<file path="config.mk">
export PLATFORM = sky130hd
export DESIGN_NAME = serial_adder_ctrl
export DESIGN_NICKNAME = d
export VERILOG_FILES = /design/src/rtl/adder_ctrl_pkg.sv /design/src/rtl/adder_slice.sv /design/src/rtl/serial_adder_ctrl.sv
export SDC_FILE = /design/constraint.sdc
export NUM_CORES = 1
export LEC_CHECK = 0
export ABC_AREA = 1
export BUFFER_PORTS_ARGS = -buffer_cell sky130_fd_sc_hd__clkbuf_2
export CORE_AREA = 2 2 73 75
export DETAILED_ROUTE_END_ITERATION = 10
export DIE_AREA = 0 0 75 77
export REMOVE_ABC_BUFFERS = 1
export SLEW_MARGIN = 30
export SYNTH_ARGS = -nofsm -noshare
export SYNTH_HDL_FRONTEND = slang
export SYNTH_SLANG_ARGS = --single-unit
</file>
<file path="constraint.sdc">
create_clock -name clk -period 5.1 [get_ports clk]
set_clock_uncertainty 0.15 [all_clocks]
set_input_delay 1.02 -clock clk [delete_from_list [all_inputs] [get_ports clk]]
set_output_delay 1.02 -clock clk [all_outputs]
set_load 0.01 [all_outputs]
</file>
<file path="src/rtl/adder_ctrl_pkg.sv">
// Shared types and elaboration helpers for the serial adder sequencer.
// Provides the FSM state enum, an index-width helper and the slice-count helper.
package adder_ctrl_pkg;

  typedef enum logic [1:0] {
    IDLE,
    RUN,
    DONE
  } state_t;

  // Minimum of one bit so a single-slice build still has an index register.
  function automatic int clog2(input int n);
    int r;
    r = 1;
    while ((1 << r) < n) r++;
    return r;
  endfunction

  function automatic int nslice(input int w, input int s);
    return w / s;
  endfunction

endpackage

</file>
<file path="src/rtl/adder_slice.sv">
// Combinational SLICE_W-bit ripple adder built from full-adder cells.
// Ports: a, b, cin in; sum, cout, c_msb (carry into the top bit) out.
module adder_slice
  import adder_ctrl_pkg::*;
#(
  parameter int SLICE_W = 2
) (
  input  logic [SLICE_W-1:0] a,
  input  logic [SLICE_W-1:0] b,
  input  logic               cin,
  output logic [SLICE_W-1:0] sum,
  output logic               cout,
  output logic               c_msb
);

  logic [SLICE_W:0] c;

  assign c[0] = cin;

  for (genvar i = 0; i < SLICE_W; i++) begin : g_fa
    assign sum[i]   = a[i] ^ b[i] ^ c[i];
    assign c[i+1]   = (a[i] & b[i])
                    | (a[i] & c[i])
                    | (b[i] & c[i]);
  end

  assign cout  = c[SLICE_W];
  assign c_msb = c[SLICE_W-1];

endmodule

</file>
<file path="src/rtl/serial_adder_ctrl.sv">
// Multi-cycle WIDTH-bit adder sharing one SLICE_W-bit slice, LSB slice first.
// Ports: clk, rst, start_i, a_i, b_i, cin_i in; busy_o, done_o, sum_o, cout_o, ovf_o out.
module serial_adder_ctrl
  import adder_ctrl_pkg::*;
#(
  parameter int WIDTH   = 8,
  parameter int SLICE_W = 2
) (
  input  logic             clk,
  input  logic             rst,
  input  logic             start_i,
  input  logic [WIDTH-1:0] a_i,
  input  logic [WIDTH-1:0] b_i,
  input  logic             cin_i,
  output logic             busy_o,
  output logic             done_o,
  output logic [WIDTH-1:0] sum_o,
  output logic             cout_o,
  output logic             ovf_o
);

  localparam int NSLICE = nslice(WIDTH, SLICE_W);
  localparam int IDX_W  = clog2(NSLICE);
  localparam logic [IDX_W-1:0] LAST =
    IDX_W'(NSLICE - 1);

  if (SLICE_W < 1 || WIDTH < SLICE_W ||
      (WIDTH % SLICE_W) != 0) begin : g_bad_cfg
    $error("WIDTH must be a multiple of SLICE_W");
  end

  state_t state;
  state_t state_d;

  logic [IDX_W-1:0]   idx;
  logic               carry;
  logic [WIDTH-1:0]   a_q;
  logic [WIDTH-1:0]   b_q;
  logic [WIDTH-1:0]   acc;
  logic [WIDTH-1:0]   acc_d;
  logic [WIDTH-1:0]   sum_q;
  logic               cout_q;
  logic               ovf_q;
  logic [SLICE_W-1:0] s_a;
  logic [SLICE_W-1:0] s_b;
  logic [SLICE_W-1:0] s_sum;
  logic               s_cout;
  logic               s_cmsb;
  logic               last;
  logic               accept;

  assign s_a    = a_q[idx*SLICE_W +: SLICE_W];
  assign s_b    = b_q[idx*SLICE_W +: SLICE_W];
  assign last   = (idx == LAST);
  assign accept = start_i && (state != RUN);

  adder_slice #(
    .SLICE_W (SLICE_W)
  ) u_slice (
    .a     (s_a),
    .b     (s_b),
    .cin   (carry),
    .sum   (s_sum),
    .cout  (s_cout),
    .c_msb (s_cmsb)
  );

  // Accumulator with the current slice merged in; on the last
  // slice this is the complete sum.
  always_comb begin
    acc_d = acc;
    acc_d[idx*SLICE_W +: SLICE_W] = s_sum;
  end

  always_comb begin
    state_d = state;
    unique case (state)
      IDLE:    if (start_i) state_d = RUN;
      RUN:     if (last) state_d = DONE;
      DONE:    state_d = start_i ? RUN : IDLE;
      default: state_d = IDLE;
    endcase
  end

  always_ff @(posedge clk) begin
    if (rst) state <= IDLE;
    else     state <= state_d;
  end

  always_ff @(posedge clk) begin
    if (rst) begin
      idx    <= '0;
      carry  <= 1'b0;
      a_q    <= '0;
      b_q    <= '0;
      acc    <= '0;
      sum_q  <= '0;
      cout_q <= 1'b0;
      ovf_q  <= 1'b0;
    end else if (accept) begin
      a_q   <= a_i;
      b_q   <= b_i;
      carry <= cin_i;
      idx   <= '0;
    end else if (state == RUN) begin
      acc   <= acc_d;
      carry <= s_cout;
      if (last) begin
        sum_q  <= acc_d;
        cout_q <= s_cout;
        ovf_q  <= s_cmsb ^ s_cout;
      end else begin
        idx <= idx + 1'b1;
      end
    end
  end

  assign busy_o = (state == RUN);
  assign done_o = (state == DONE);
  assign sum_o  = sum_q;
  assign cout_o = cout_q;
  assign ovf_o  = ovf_q;

endmodule
</file>
# Word level (Yosys, flattened, before mapping)
# Cells that the tools add are included.
# totals
regBits,39
inputBits,20
output_inout_bits,12
wordCells,53
# op_classes
add_sub_neg,2
n_eq_ne,6
shift,4
n_mux,7
bitwise,17
reduce_logical,8
# op_table
operator,count
$neg 3->34,1
$shift 2x34->8 const A,1
$shiftx 2x34->8,1
$shiftx 8x4->2,2
$bwmux 8,1
$and 1x1->1,6
$pmux 2 s3,1
$reduce_and 2->1,3
$xor 1x1->1,5
$eq 2x2->1 const B,2
$mux 2,2
$ne 2x1->1 const B,2
$or 1x1->1,4
$mux 1,3
$reduce_and 3->1,1
$add 2x1->2 const B,1
$eq 2x1->1 const B,1
$logic_not 2->1,1
$ne 2x2->1 const B,1
$not 1->1,2
$reduce_bool 2->1,1
$reduce_or 2->1,1
$logic_and 1x1->1,1

# Longest topological paths before layout
# Gate-level depths: netlist (run 1).
# logic_depth
ltp_word,9
ltp_mapped,12
depth_no_buf,11

# By module
# From an unflattened synthesis (run 1), not the netlist that was laid out.
# hier_totals
hier_cells,285
area_unflattened_um2,1964.4
# modules_own_cells
mod,n_inst,cells_each,area_per_inst_um2,seq_area_each_um2
serial_adder_ctrl,1,274,1890.6,780.7
adder_slice,1,11,73.8,0.0

# Least setup slack after synthesis (run 1)
# No wires, ideal clock.
# synth_path
kind,register -> register
start,register idx[0]
end,"register sum_q[3], in the netlist sum_o[3]"
setup_ps,56
arrival_ps,2394
required_ps,4894
slack_ps,2500
path_stages_with_launch,13
n_path_buf,1
period_less_slack_ps,2600
path_cell_list,dfxtp_1 > buf_4 > clkinv_1 > o21ai_0 > o22ai_1 > fa_1 > fa_1 > inv_1 > nor2_1 > nand3_1 > nand3_1 > nand2_1 > inv_1
# synth_via
elab_chain_cells,7
elab_cells_between_ends,17
cone_classes,add/sub (1); eq/ne (1); shift (4); mux (1); bitwise (9); reduce/logical (1)
# synth_rtl
element,line,rtl
from (decl),serial_adder_ctrl.sv:35,logic [IDX_W-1:0] idx;
from (signal assigned),serial_adder_ctrl.sv:113,idx <= idx + 1'b1;
$shiftx 8x4->2 (on tied branches),"serial_adder_ctrl.sv:52, serial_adder_ctrl.sv:53",
$and 1x1->1 (on tied branches),"adder_slice.sv:22, adder_slice.sv:23",
$or 1x1->1,adder_slice.sv:23,| (a[i] & c[i])
$or 1x1->1,adder_slice.sv:24,| (b[i] & c[i]);
$xor 1x1->1,adder_slice.sv:21,assign sum[i] = a[i] ^ b[i] ^ c[i];
$shiftx 2x34->8,serial_adder_ctrl.sv:72,acc_d[idx*SLICE_W +: SLICE_W] = s_sum;
$bwmux 8,serial_adder_ctrl.sv:72,
to (signal assigned),serial_adder_ctrl.sv:97,sum_q <= '0;
to (signal assigned),serial_adder_ctrl.sv:109,sum_q <= acc_d;
to (decl),serial_adder_ctrl.sv:41,logic [WIDTH-1:0] sum_q;
# Several ways; a longest one is shown, not always the timed one.
# A chain may end at the register's enable or synchronous reset.

# Worst setup path after layout (run 1)
# Same ends and word-level chain as after synthesis.

==> metrics.md, run 1 <==
| Metric | Value |
|---|---|
| CP Max Fanout | `19` |
| Clock root cell | `clkbuf_8` |
| Worst Hold Class | `reg2reg` |
| R2r setup slk | `1.87 ns` |
| Initial Util | `39.0%` |
| Worst Tran Pin Value | `0.585 ns` |
| Vias in the first global route | `around 1500` |
| Max-Slew Margin vs Limit | `61.0%` |
| PwrDens | `292 nW/um^2` |
| Routability cong. | `0.828` |
| Worst path required time | `roughly 5.2 ns` |
| Minimum clock period | `approximately 3.2 ns` |
| Final wirelength | `around 3600 um` |
| Cell variety after synth | `24` |
| RSZ-0062 raised after global routing | `false` |
| Simple-gate share of the synthesized area | `between 20% and 30%` |
| Area Overhead vs Synth | `12.1%` |
| Final setup viols | `0` |
| Die width | `between 70 and 80 um` |
| Global-route wire length before repair | `between 6000 and 7000 um` |
| Most frequent cells in the layout | `nor2_1, inv_1, dfxtp_1` |
| Num CTS Buffers | `5` |
| Largest net degree at the start of global routing | `21` |
| Post-cts repair resize count | `0` |
| Leak | `1.06 nW` |
| Vias per inst | `around 4.5` |
| Busiest layer in global routing | `met2` |
| Crit. Startpoint | `idx[0]` |
| Total grt overflow | `0` |
| Synth warnings | `0` |
| Antenna cell count | `0` |
| Reg2Reg Depth | `11` |
| Status | `completed` |
| Total GRT Usage | `~14%` |
| Overall Power | `between 600 and 700 uW` |
| Hold Path End | `cout_o` |
| Multiplexer share of the synthesized area | `0%` |
| Post-synth EDFFs | `0` |
| Gate Count Post-Synth | `276` |
| Vias | `approximately 1700` |
| Commonest register cell after synthesis | `dfxtp_1` |
| CORE AREA | `4980 sq um` |
| Clock transition at path regs | `around 0.08 ns` |
| Largest family of logic cells by synthesized area | `simple AND/OR/NAND/NOR gates` |
| Die Y | `between 70 and 80 um` |
| Hold path depth | `2` |
| Setup WS pre-CTS | `~1.9 ns` |
| # IOs | `32` |
| Met2 usage | `23.4%` |
| Pins Over Slew Limit | `0` |
| Remaining DRCs | `0` |
| First drt pass iteration count | `4` |
| Met1 track demand over resource | `16.8%` |
| Max_cap viols | `0` |
| Drt wl/cell | `9.59 um` |
| CTS tree | `built` |
| Number of setup buffers added after CTS | `0` |
| Post-synthesis compound-gate area fraction | `between 10% and 20%` |
| Period utilisation layout | `approximately 63%` |
| Min-delay src | `cout_o` |
| Worst r2r src | `idx[0]` |
| Crit end category | `flop` |
| Synth Register Bits | `39` |
| Die Area | `between 5000 and 6000 sq um` |
| Post-DP HPWL | `~2700 um` |
| Buffers on Ports | `31` |
| Max Root-Sink Buffers | `2` |
| Ys async rst share | `0%` |
| Adder-cell share of the synthesized area | `under 10%` |
| Final Hold Vio Count | `0` |
| Netlist Area Pre-Place | `slightly below 2000 sq um` |
| Mean Syn Cell Area | `~7.0 sq um` |
| Post-route ant nets | `0` |
| Setup TNS | `0 ns` |
| Row count | `26` |
| XOR/XNOR Fraction of Synth Area | `less than 1%` |
| Final setup margin | `1.87 ns` |
| Worst setup path class | `reg2reg` |
| Worst setup SP type | `flop` |
| Critical path arrival | `between 3 and 4 ns` |
| Most common cell after layout, fill and taps aside | `nor2_1` |
| Initial antenna violation count | `0` |
| Reg-to-Reg End | `sum_o[3]` |
| Sequential-to-total area share from yosys stat | `approximately two fifths` |
| Clock Sink Count | `39` |
| Later-pin clock latency in the skew report | `about 0.29 ns` |
| Layout cell share with drive strength beyond 1 | `between 10% and 20%` |
| Initial DRC count | `between 60 and 70` |
| Achievable Freq | `about 310 MHz` |
| # H-tree levels | `2` |
| CTS hold repair buffers | `0` |
| VDD IR max | `roughly 0.00015 V` |
| Routing usage on met3 | `3.94%` |
| Nets | `333` |
==> Yosys cell counts, types with 2 or more instances <==
cell type	instances	share of area, %
a21oi_1	12	3.1
buf_4	3	1.2
buf_6	3	1.7
dfxtp_1	39	40
fa_1	2	2.1
ha_1	6	3.9
inv_1	39	7.5
nand2_1	37	7.2
nand2_2	3	0.97
nand3_1	24	6.2
nor2_1	66	13
nor2_2	2	0.64
o21ai_0	26	6.7
o22ai_1	4	1.3
==> area by class of cell <==
type	count	area, sq um
well taps	70	87.6
inverters	42	160
flip-flops and latches	39	781
multi-input cells	185	898
clock inverters	2	12.5
repair buffers	32	163
fillers	556	2800
clock buffers	6	72.6
==> sequential cells by signal, indices dropped and copies added, names as in the netlist <==
register / flops
acc: 8
b_q: 8
sum_o: 8
state: 2
ovf_o: 1
idx: 2
cout_o: 1
a_q: 8
carry: 1
==> routing by layer <==
layer  part of all wire [%]  routed length (um)  vias up
met5                      0                   0        -
met4                    1.0                  36        0
met3                    4.4                 157        5
met2                     45                1620       36
met1                     50                1790      735
li1                       -                   -      911
==> stage by stage <==
stage / std cells / area (sq um) / util [%] / hold slack, ns
2_1_floorplan: 266 / 1840 / - / 0.300
3_3_place_gp: 368 / 2090 / 42.0 / 0.313
3_5_place_dp: 368 / 2090 / 42.0 / 0.318
4_1_cts: 376 / 2170 / 43.7 / 0.330
5_1_grt: 376 / 2170 / 43.7 / 0.367
6_report: 376 / 2170 / 43.7 / 0.327
==> cell families after synthesis <==
kind of cell / after synthesis
buffers and inverters: 52
XOR/XNOR: 1
flip-flops: 39
adder cells (fa/ha/maj): 8
AND/OR/NAND/NOR: 134
AO/OA/AOI/OAI: 42
==> worst max-delay path: stages (launching register included) <==
cell and delay [ns]:
dfxtp_1 0.70, clkinv_1 0.45, o21ai_0 0.26, o22ai_1 0.12
fa_1 0.45, fa_1 0.53, inv_1 0.04, nor2_1 0.16
nand3_1 0.13, nand3_1 0.10, nand2_1 0.05, inv_1 0.04
==> worst max path at each step <==
stage,end
after floorplan,sum_o[3]
after global placement,sum_o[3]
after detailed placement,sum_o[3]
after CTS,sum_o[3]
after global routing,sum_o[7]
final,sum_o[3]
==> report_power, final <==
part           total [mW]  internal (mW)  switching (mW)
sequential          0.335          0.323          0.0123
clock               0.203         0.0955           0.107
combinational      0.0978         0.0387          0.0591
total               0.636          0.457           0.178
No activity file was read; power rests on OpenSTA's default activity.
==> run 2, diff against run 1 <==
==> constraint.sdc (replaced) <==
create_clock -name clk -period 3.22 [get_ports clk]
set_clock_uncertainty 0.15 [all_clocks]
set_input_delay 0.644 -clock clk [delete_from_list [all_inputs] [get_ports clk]]
set_output_delay 0.644 -clock clk [all_outputs]
set_load 0.01 [all_outputs]
==> run 2 against run 1 <==
Against the previous run: setup slack got worse by 1.3 ns; highest routed layer unchanged; design area increased by 0.34%; global-route usage increased by 0.87 points; critical path type unchanged; routed wire length increased by 8.2%; hold slack got worse by 0.0028 ns; count of clock-buffer cells in the layout unchanged; combinational power increased by 65%; via count increased by 0.65%.
==> metrics.md, run 2 (synthesis results as in run 1) <==
| Metric | Value |
|---|---|
| CP Max Fanout | `12 (was 19)` |
| Clock network power share | `32.1% (was 31.9%)` |
| Final Hold Vio Count | `0 (unchanged)` |
| # H-tree levels | `2 (unchanged)` |
| Post-cts repair resize count | `0 (unchanged)` |
| Final setup viols | `0 (unchanged)` |
| Pins Over Slew Limit | `0 (unchanged)` |
| Sequential share of power | `52.0% (was 52.7%)` |
| Critical path arrival | `2.73 ns (was 3.32 ns)` |
| Drt wl/cell | `10.3 um (was 9.59 um)` |
| Remaining DRCs | `0 (unchanged)` |
| Row count | `26 (unchanged)` |
| Status | `completed (unchanged)` |
| Slowest stage delay, CP | `0.52 ns (was 0.70 ns)` |
| Worst setup path class | `reg2reg (unchanged)` |
| Number of setup buffers added after CTS | `0 (unchanged)` |
| Reg-to-Reg End | `sum_o[3] (unchanged)` |
| Logic pwr share | `15.9% (was 15.4%)` |
| Total grt overflow | `0 (unchanged)` |
| Reg2Reg Depth | `11 (unchanged)` |
| Post-route ant nets | `0 (unchanged)` |
| Die Area | `5780 sq um (unchanged)` |
| Register area | `781 sq um (unchanged)` |
| Vias | `1698 (was 1687)` |
| VDD IR max | `0.000229 V (was 0.000148 V)` |
| Clock Sink Count | `39 (unchanged)` |
| First drt pass iteration count | `4 (unchanged)` |
| Worst Tran Pin Value | `0.491 ns (was 0.585 ns)` |
| Most frequent cells in the layout | `nor2_1, inv_1, dfxtp_1 (unchanged)` |
| Max Root-Sink Buffers | `2 (unchanged)` |
| # IOs | `32 (unchanged)` |
| Hold Path End | `cout_o (unchanged)` |
| Num CTS Buffers | `5 (unchanged)` |
| Die Y | `77 um (unchanged)` |
| Max_cap viols | `0 (unchanged)` |
| Initial antenna violation count | `0 (unchanged)` |
| Critical-path top delay cell | `fa_1 (was dfxtp_1)` |
| Die width | `75 um (unchanged)` |
| Worst r2r src | `idx[0] (unchanged)` |
| CTS hold repair buffers | `0 (unchanged)` |
| Initial DRC count | `71 (was 64)` |
| Total GRT Usage | `14.9% (was 14.1%)` |
| Later-pin clock latency in the skew report | `0.29 ns (about the same)` |
| P_int | `725 uW (was 457 uW)` |
| Sw Ratio | `28.5% (was 28.1%)` |
| Worst setup SP type | `flop (unchanged)` |
| Initial Util | `39.0% (unchanged)` |
| Vias in the first global route | `1590 (was 1508)` |
| Minimum clock period | `2.63 ns (was 3.23 ns)` |
| Hold path depth | `2 (unchanged)` |
| Period utilisation layout | `81.7% (was 63.3%)` |
| R2r setup slk | `0.59 ns (was 1.87 ns)` |
| Largest net degree at the start of global routing | `21 (unchanged)` |
| Layout cell share with drive strength beyond 1 | `16.0% (was 15.7%)` |
| Max-Slew Margin vs Limit | `67.2% (was 61.0%)` |
| Routability cong. | `0.853 (was 0.828)` |
| Setup TNS | `0 ns (unchanged)` |
| Final wirelength | `3900 um (was 3610 um)` |
| PwrDens | `465 nW/um^2 (was 292 nW/um^2)` |
| Setup WS pre-CTS | `0.593 ns (was 1.88 ns)` |
| Worst Hold Class | `reg2reg (unchanged)` |
| Worst hold slack | `0.324 ns (was 0.327 ns)` |
| Filler cell count | `556 (unchanged)` |
| Clock transition at path regs | `0.07 ns (was 0.08 ns)` |
| Worst path required time | `3.31 ns (was 5.19 ns)` |
| RSZ-0062 raised after global routing | `false (unchanged)` |
| Vias per inst | `4.50 (was 4.49)` |
| Min-delay src | `cout_o (unchanged)` |
| Post-DP HPWL | `2820 um (was 2680 um)` |
| Most common cell after layout, fill and taps aside | `nor2_1 (unchanged)` |
| Leak | `1.07 nW (was 1.06 nW)` |
| Nets | `334 (was 333)` |
| CTS tree | `built (unchanged)` |
| Area Overhead vs Synth | `12.4% (was 12.1%)` |
| Buffers on Ports | `31 (unchanged)` |
| Area of the multi-input gates | `898 sq um (unchanged)` |
| Clock root cell | `clkbuf_8 (unchanged)` |
| Achievable Freq | `380 MHz (was 310 MHz)` |
| CORE AREA | `4980 sq um (unchanged)` |
| Antenna cell count | `0 (unchanged)` |
| Final setup margin | `0.589 ns (was 1.87 ns)` |
| Crit end category | `flop (unchanged)` |
| Global-route wire length before repair | `6770 um (was 6310 um)` |
| Cell breakdown of the critical path | `clkinv_1 -> o21ai_0 -> o22ai_1 -> fa_1 -> fa_1 -> inv_1 -> nor2_1 -> nand3_1 -> nand3_1 -> nand2_1 -> inv_1 (unchanged)` |
| Sw power | `289 uW (was 178 uW)` |
## run 2: cell count changes in the layout (fill, tap and decap cells not counted)
| cell | delta |
|---|---|
| buf_4 | +1 |
## run 2: final cells by class
type | count | share of cell area (%)
multi-input cells | 185 | 41.2
well taps | 70 | 4.01
clock buffers | 6 | 3.33
inverters | 42 | 7.34
repair buffers | 33 | 7.80
clock inverters | 2 | 0.573
flip-flops and latches | 39 | 35.8
## run 2: layer usage
| metal | GRT usage, % | share of wire (%) | vias up |
|---|---|---|---|
| met1 | 18.5 | 48 | 743 |
| met4 | 5.36 | 1.8 | 0 |
| met3 | 4.07 | 4.2 | 8 |
| met5 | 0 | 0 | - |
| li1 | - | - | 917 |
| met2 | 24.4 | 46 | 30 |
## run 2: worst max path at each step
stage	from	end	slack, ns	depth (start not counted)
after floorplan	idx[0]	sum_o[3]	0.38	11
after global placement	idx[0]	sum_o[3]	0.64	11
after detailed placement	idx[0]	sum_o[3]	0.59	11
after CTS	idx[0]	sum_o[3]	0.57	11
after global routing	idx[0]	sum_o[3]	0.31	11
final	idx[0]	sum_o[3]	0.59	11
## run 2: worst max-delay path, delay by kind of cell, from the launching register on
| family | cells | cell delay (ns) |
|---|---|---|
| and+or+nand+nor | 4 | 0.42 |
| adders and majority gates | 2 | 0.95 |
| buffers and inverters | 3 | 0.33 |
| AOI/OAI and AO/OA | 2 | 0.39 |
| DFF | 1 | 0.34 |
## run 2: per-stage QoR
step / cells / instance area, sq um / util (%) / power (mW)
final: 377 / 2180 / 43.8 / 1.01
after global routing: 377 / 2180 / 43.8 / 1.08
after CTS: 377 / 2180 / 43.8 / 1.03
after detailed placement: 369 / 2100 / 42.1 / 0.703
after global placement: 369 / 2100 / 42.1 / 0.700
after floorplan: 266 / 1840 / - / 0.653
## run 2: power by group through the flow
| stage | clock network [mW] | registers, mW | logic, mW |
|---|---|---|---|
| after floorplan | 0 | 0.537 | 0.116 |
| after global placement | 0 | 0.539 | 0.161 |
| after detailed placement | 0 | 0.539 | 0.164 |
| after CTS | 0.339 | 0.528 | 0.164 |
| after global routing | 0.355 | 0.532 | 0.190 |
| final | 0.326 | 0.528 | 0.161 |
==> run 3, diff against run 2 <==
==> constraint.sdc (replaced) <==
create_clock -name clk -period 2.6 [get_ports clk]
set_clock_uncertainty 0.15 [all_clocks]
set_input_delay 0.52 -clock clk [delete_from_list [all_inputs] [get_ports clk]]
set_output_delay 0.52 -clock clk [all_outputs]
set_load 0.01 [all_outputs]
==> run 3 against run 2 <==
Against the previous run: hold slack got worse by 0.019 ns; via count decreased by 0.41%; sequential power increased by 24%; global-route usage barely moved; cell count rose by 1.1%; fmax rose by 8.2%.
==> metrics.md, run 3 (synthesis results as in run 1) <==
| Metric | Value |
|---|---|
| Largest net degree at the start of global routing | `20 (was 21)` |
| PwrDens | `621 nW/um^2 (was 465 nW/um^2)` |
| Worst path required time | `2.69 ns (was 3.31 ns)` |
| Most common cell after layout, fill and taps aside | `nor2_1 (unchanged)` |
| Post-route ant nets | `0 (unchanged)` |
| Number of setup buffers added after CTS | `0 (unchanged)` |
| Worst Hold Class | `in2reg (was reg2reg)` |
| Register area | `781 sq um (unchanged)` |
| Nets | `338 (was 334)` |
| Clock Sink Count | `39 (unchanged)` |
| VDD IR max | `0.000322 V (was 0.000229 V)` |
| CP Max Fanout | `7 (was 12)` |
| Max-Slew Margin vs Limit | `65.2% (was 67.2%)` |
| Worst setup SP type | `flop (unchanged)` |
| Die Y | `77 um (unchanged)` |
| CORE AREA | `4980 sq um (unchanged)` |
| Antenna cell count | `0 (unchanged)` |
| Initial Util | `39.0% (unchanged)` |
| Total grt overflow | `0 (unchanged)` |
| Vias | `1691 (was 1698)` |
| Worst setup path class | `reg2reg (unchanged)` |
| CTS hold repair buffers | `0 (unchanged)` |
| Later-pin clock latency in the skew report | `0.30 ns (was 0.29 ns)` |
| Initial antenna violation count | `0 (unchanged)` |
| Routability cong. | `0.812 (was 0.853)` |
| Worst Tran Pin Value | `0.521 ns (was 0.491 ns)` |
| Filler cell count | `544 (was 556)` |
| Initial DRC count | `68 (was 71)` |
| Post-route insts no fill | `381 (was 377)` |
| Final wirelength | `3970 um (was 3900 um)` |
| Period utilisation layout | `93.5% (was 81.7%)` |
| Setup TNS | `0 ns (unchanged)` |
| Status | `completed (unchanged)` |
| Pins Over Slew Limit | `0 (unchanged)` |
| Die Area | `5780 sq um (unchanged)` |
| Leak | `1.11 nW (was 1.07 nW)` |
| Achievable Freq | `411 MHz (was 380 MHz)` |
| Max Root-Sink Buffers | `2 (unchanged)` |
| Critical path arrival | `2.52 ns (was 2.73 ns)` |
| Total GRT Usage | `14.9% (about the same)` |
| Area of the multi-input gates | `898 sq um (unchanged)` |
| First drt pass iteration count | `4 (unchanged)` |
| # H-tree levels | `2 (unchanged)` |
| CTS tree | `built (unchanged)` |
| Final Hold Vio Count | `0 (unchanged)` |
| Buffers on Ports | `31 (unchanged)` |
| Vias in the first global route | `1552 (was 1590)` |
| Minimum clock period | `2.43 ns (was 2.63 ns)` |
| Num CTS Buffers | `5 (unchanged)` |
| Area Overhead vs Synth | `15.9% (was 12.4%)` |
| Setup WS pre-CTS | `0.121 ns (was 0.593 ns)` |
| Final setup margin | `0.169 ns (was 0.589 ns)` |
| Post-cts repair resize count | `0 (unchanged)` |
| Clock root cell | `clkbuf_8 (unchanged)` |
| Post-DP HPWL | `2910 um (was 2820 um)` |
| Placed insts | `373 (was 369)` |
| Crit end category | `flop (unchanged)` |
| Drt wl/cell | `10.4 um (was 10.3 um)` |
| # IOs | `32 (unchanged)` |
| Clock transition at path regs | `0.08 ns (was 0.07 ns)` |
| Remaining DRCs | `0 (unchanged)` |
| Die width | `75 um (unchanged)` |
| Max_cap viols | `0 (unchanged)` |
| Vias per inst | `4.44 (was 4.50)` |
| Final setup viols | `0 (unchanged)` |
| Most frequent cells in the layout | `nor2_1, inv_1, dfxtp_1 (unchanged)` |
| Layout cell share with drive strength beyond 1 | `17.7% (was 16.0%)` |
| Row count | `26 (unchanged)` |
| Global-route wire length before repair | `6710 um (was 6770 um)` |
| RSZ-0062 raised after global routing | `false (unchanged)` |
run 3: cell types whose count changed in the layout (fill, tap and decap cells not counted), sizes merged:
cell | previous run | this run
buf | 2 | 6
clkinv | 2 | 0
inv | 41 | 43
bufinv | 0 | 1
clkinvlp | 1 | 0
run 3: area by class of cell:
| cell class | instances | area share (%) |
|---|---|---|
| Clock inverter | 2 | 1.73 |
| Tap cell | 70 | 3.90 |
| Sequential cell | 39 | 34.7 |
| Timing Repair Buffer | 37 | 8.90 |
| Inverter | 42 | 7.12 |
| Clock buffer | 6 | 3.67 |
| Multi-Input combinational cell | 185 | 40.0 |
run 3: final timing paths:
check,cells after the start,to,startpoint,slack [ns]
setup / recovery,11,sum_o[3],idx[0],0.17
hold / removal,3,carry,cin_i,0.31
setup reg to reg,11,sum_o[3],idx[0],0.17
hold reg to reg,2,cout_o,cout_o,0.33
run 3: per-stage QoR:
stage	utilization [%]	total power, mW	instance area [sq um]	hold slack (ns)
after floorplan	-	0.808	1840	0.300
after global placement	42.7	0.873	2130	0.315
after detailed placement	42.7	0.875	2130	0.317
after CTS	45.2	1.41	2250	0.309
after global routing	45.2	1.47	2250	0.326
final	45.2	1.40	2250	0.305
run 3: worst max-delay path: stages, from the launching register on:
cell and delay (ns):
dfxtp_1 0.33, buf_4 0.16, o21ai_0 0.14, o22ai_1 0.12, fa_1 0.45, fa_1 0.52, inv_1 0.04, nor2_1 0.15
nand3_1 0.13, nand3_1 0.09, nand2_1 0.06, inv_1 0.05
run 3: report_power, final:
group | switching [mW] | total (mW) | leakage (nW) | internal [mW]
Sequential | 0.0210 | 0.655 | 0.320 | 0.634
Combinational | 0.124 | 0.205 | 0.730 | 0.0807
Clock | 0.221 | 0.537 | 0.0618 | 0.316
Total | 0.366 | 1.40 | 1.11 | 1.03
run 3: routing by layer:
metal	vias to the layer above	track usage [%]	share of wire, %
li1	925	-	-
met3	4	4.73	4.6
met4	0	3.75	0.83
met5	-	0	0
met2	38	25.2	47
met1	724	18.0	48
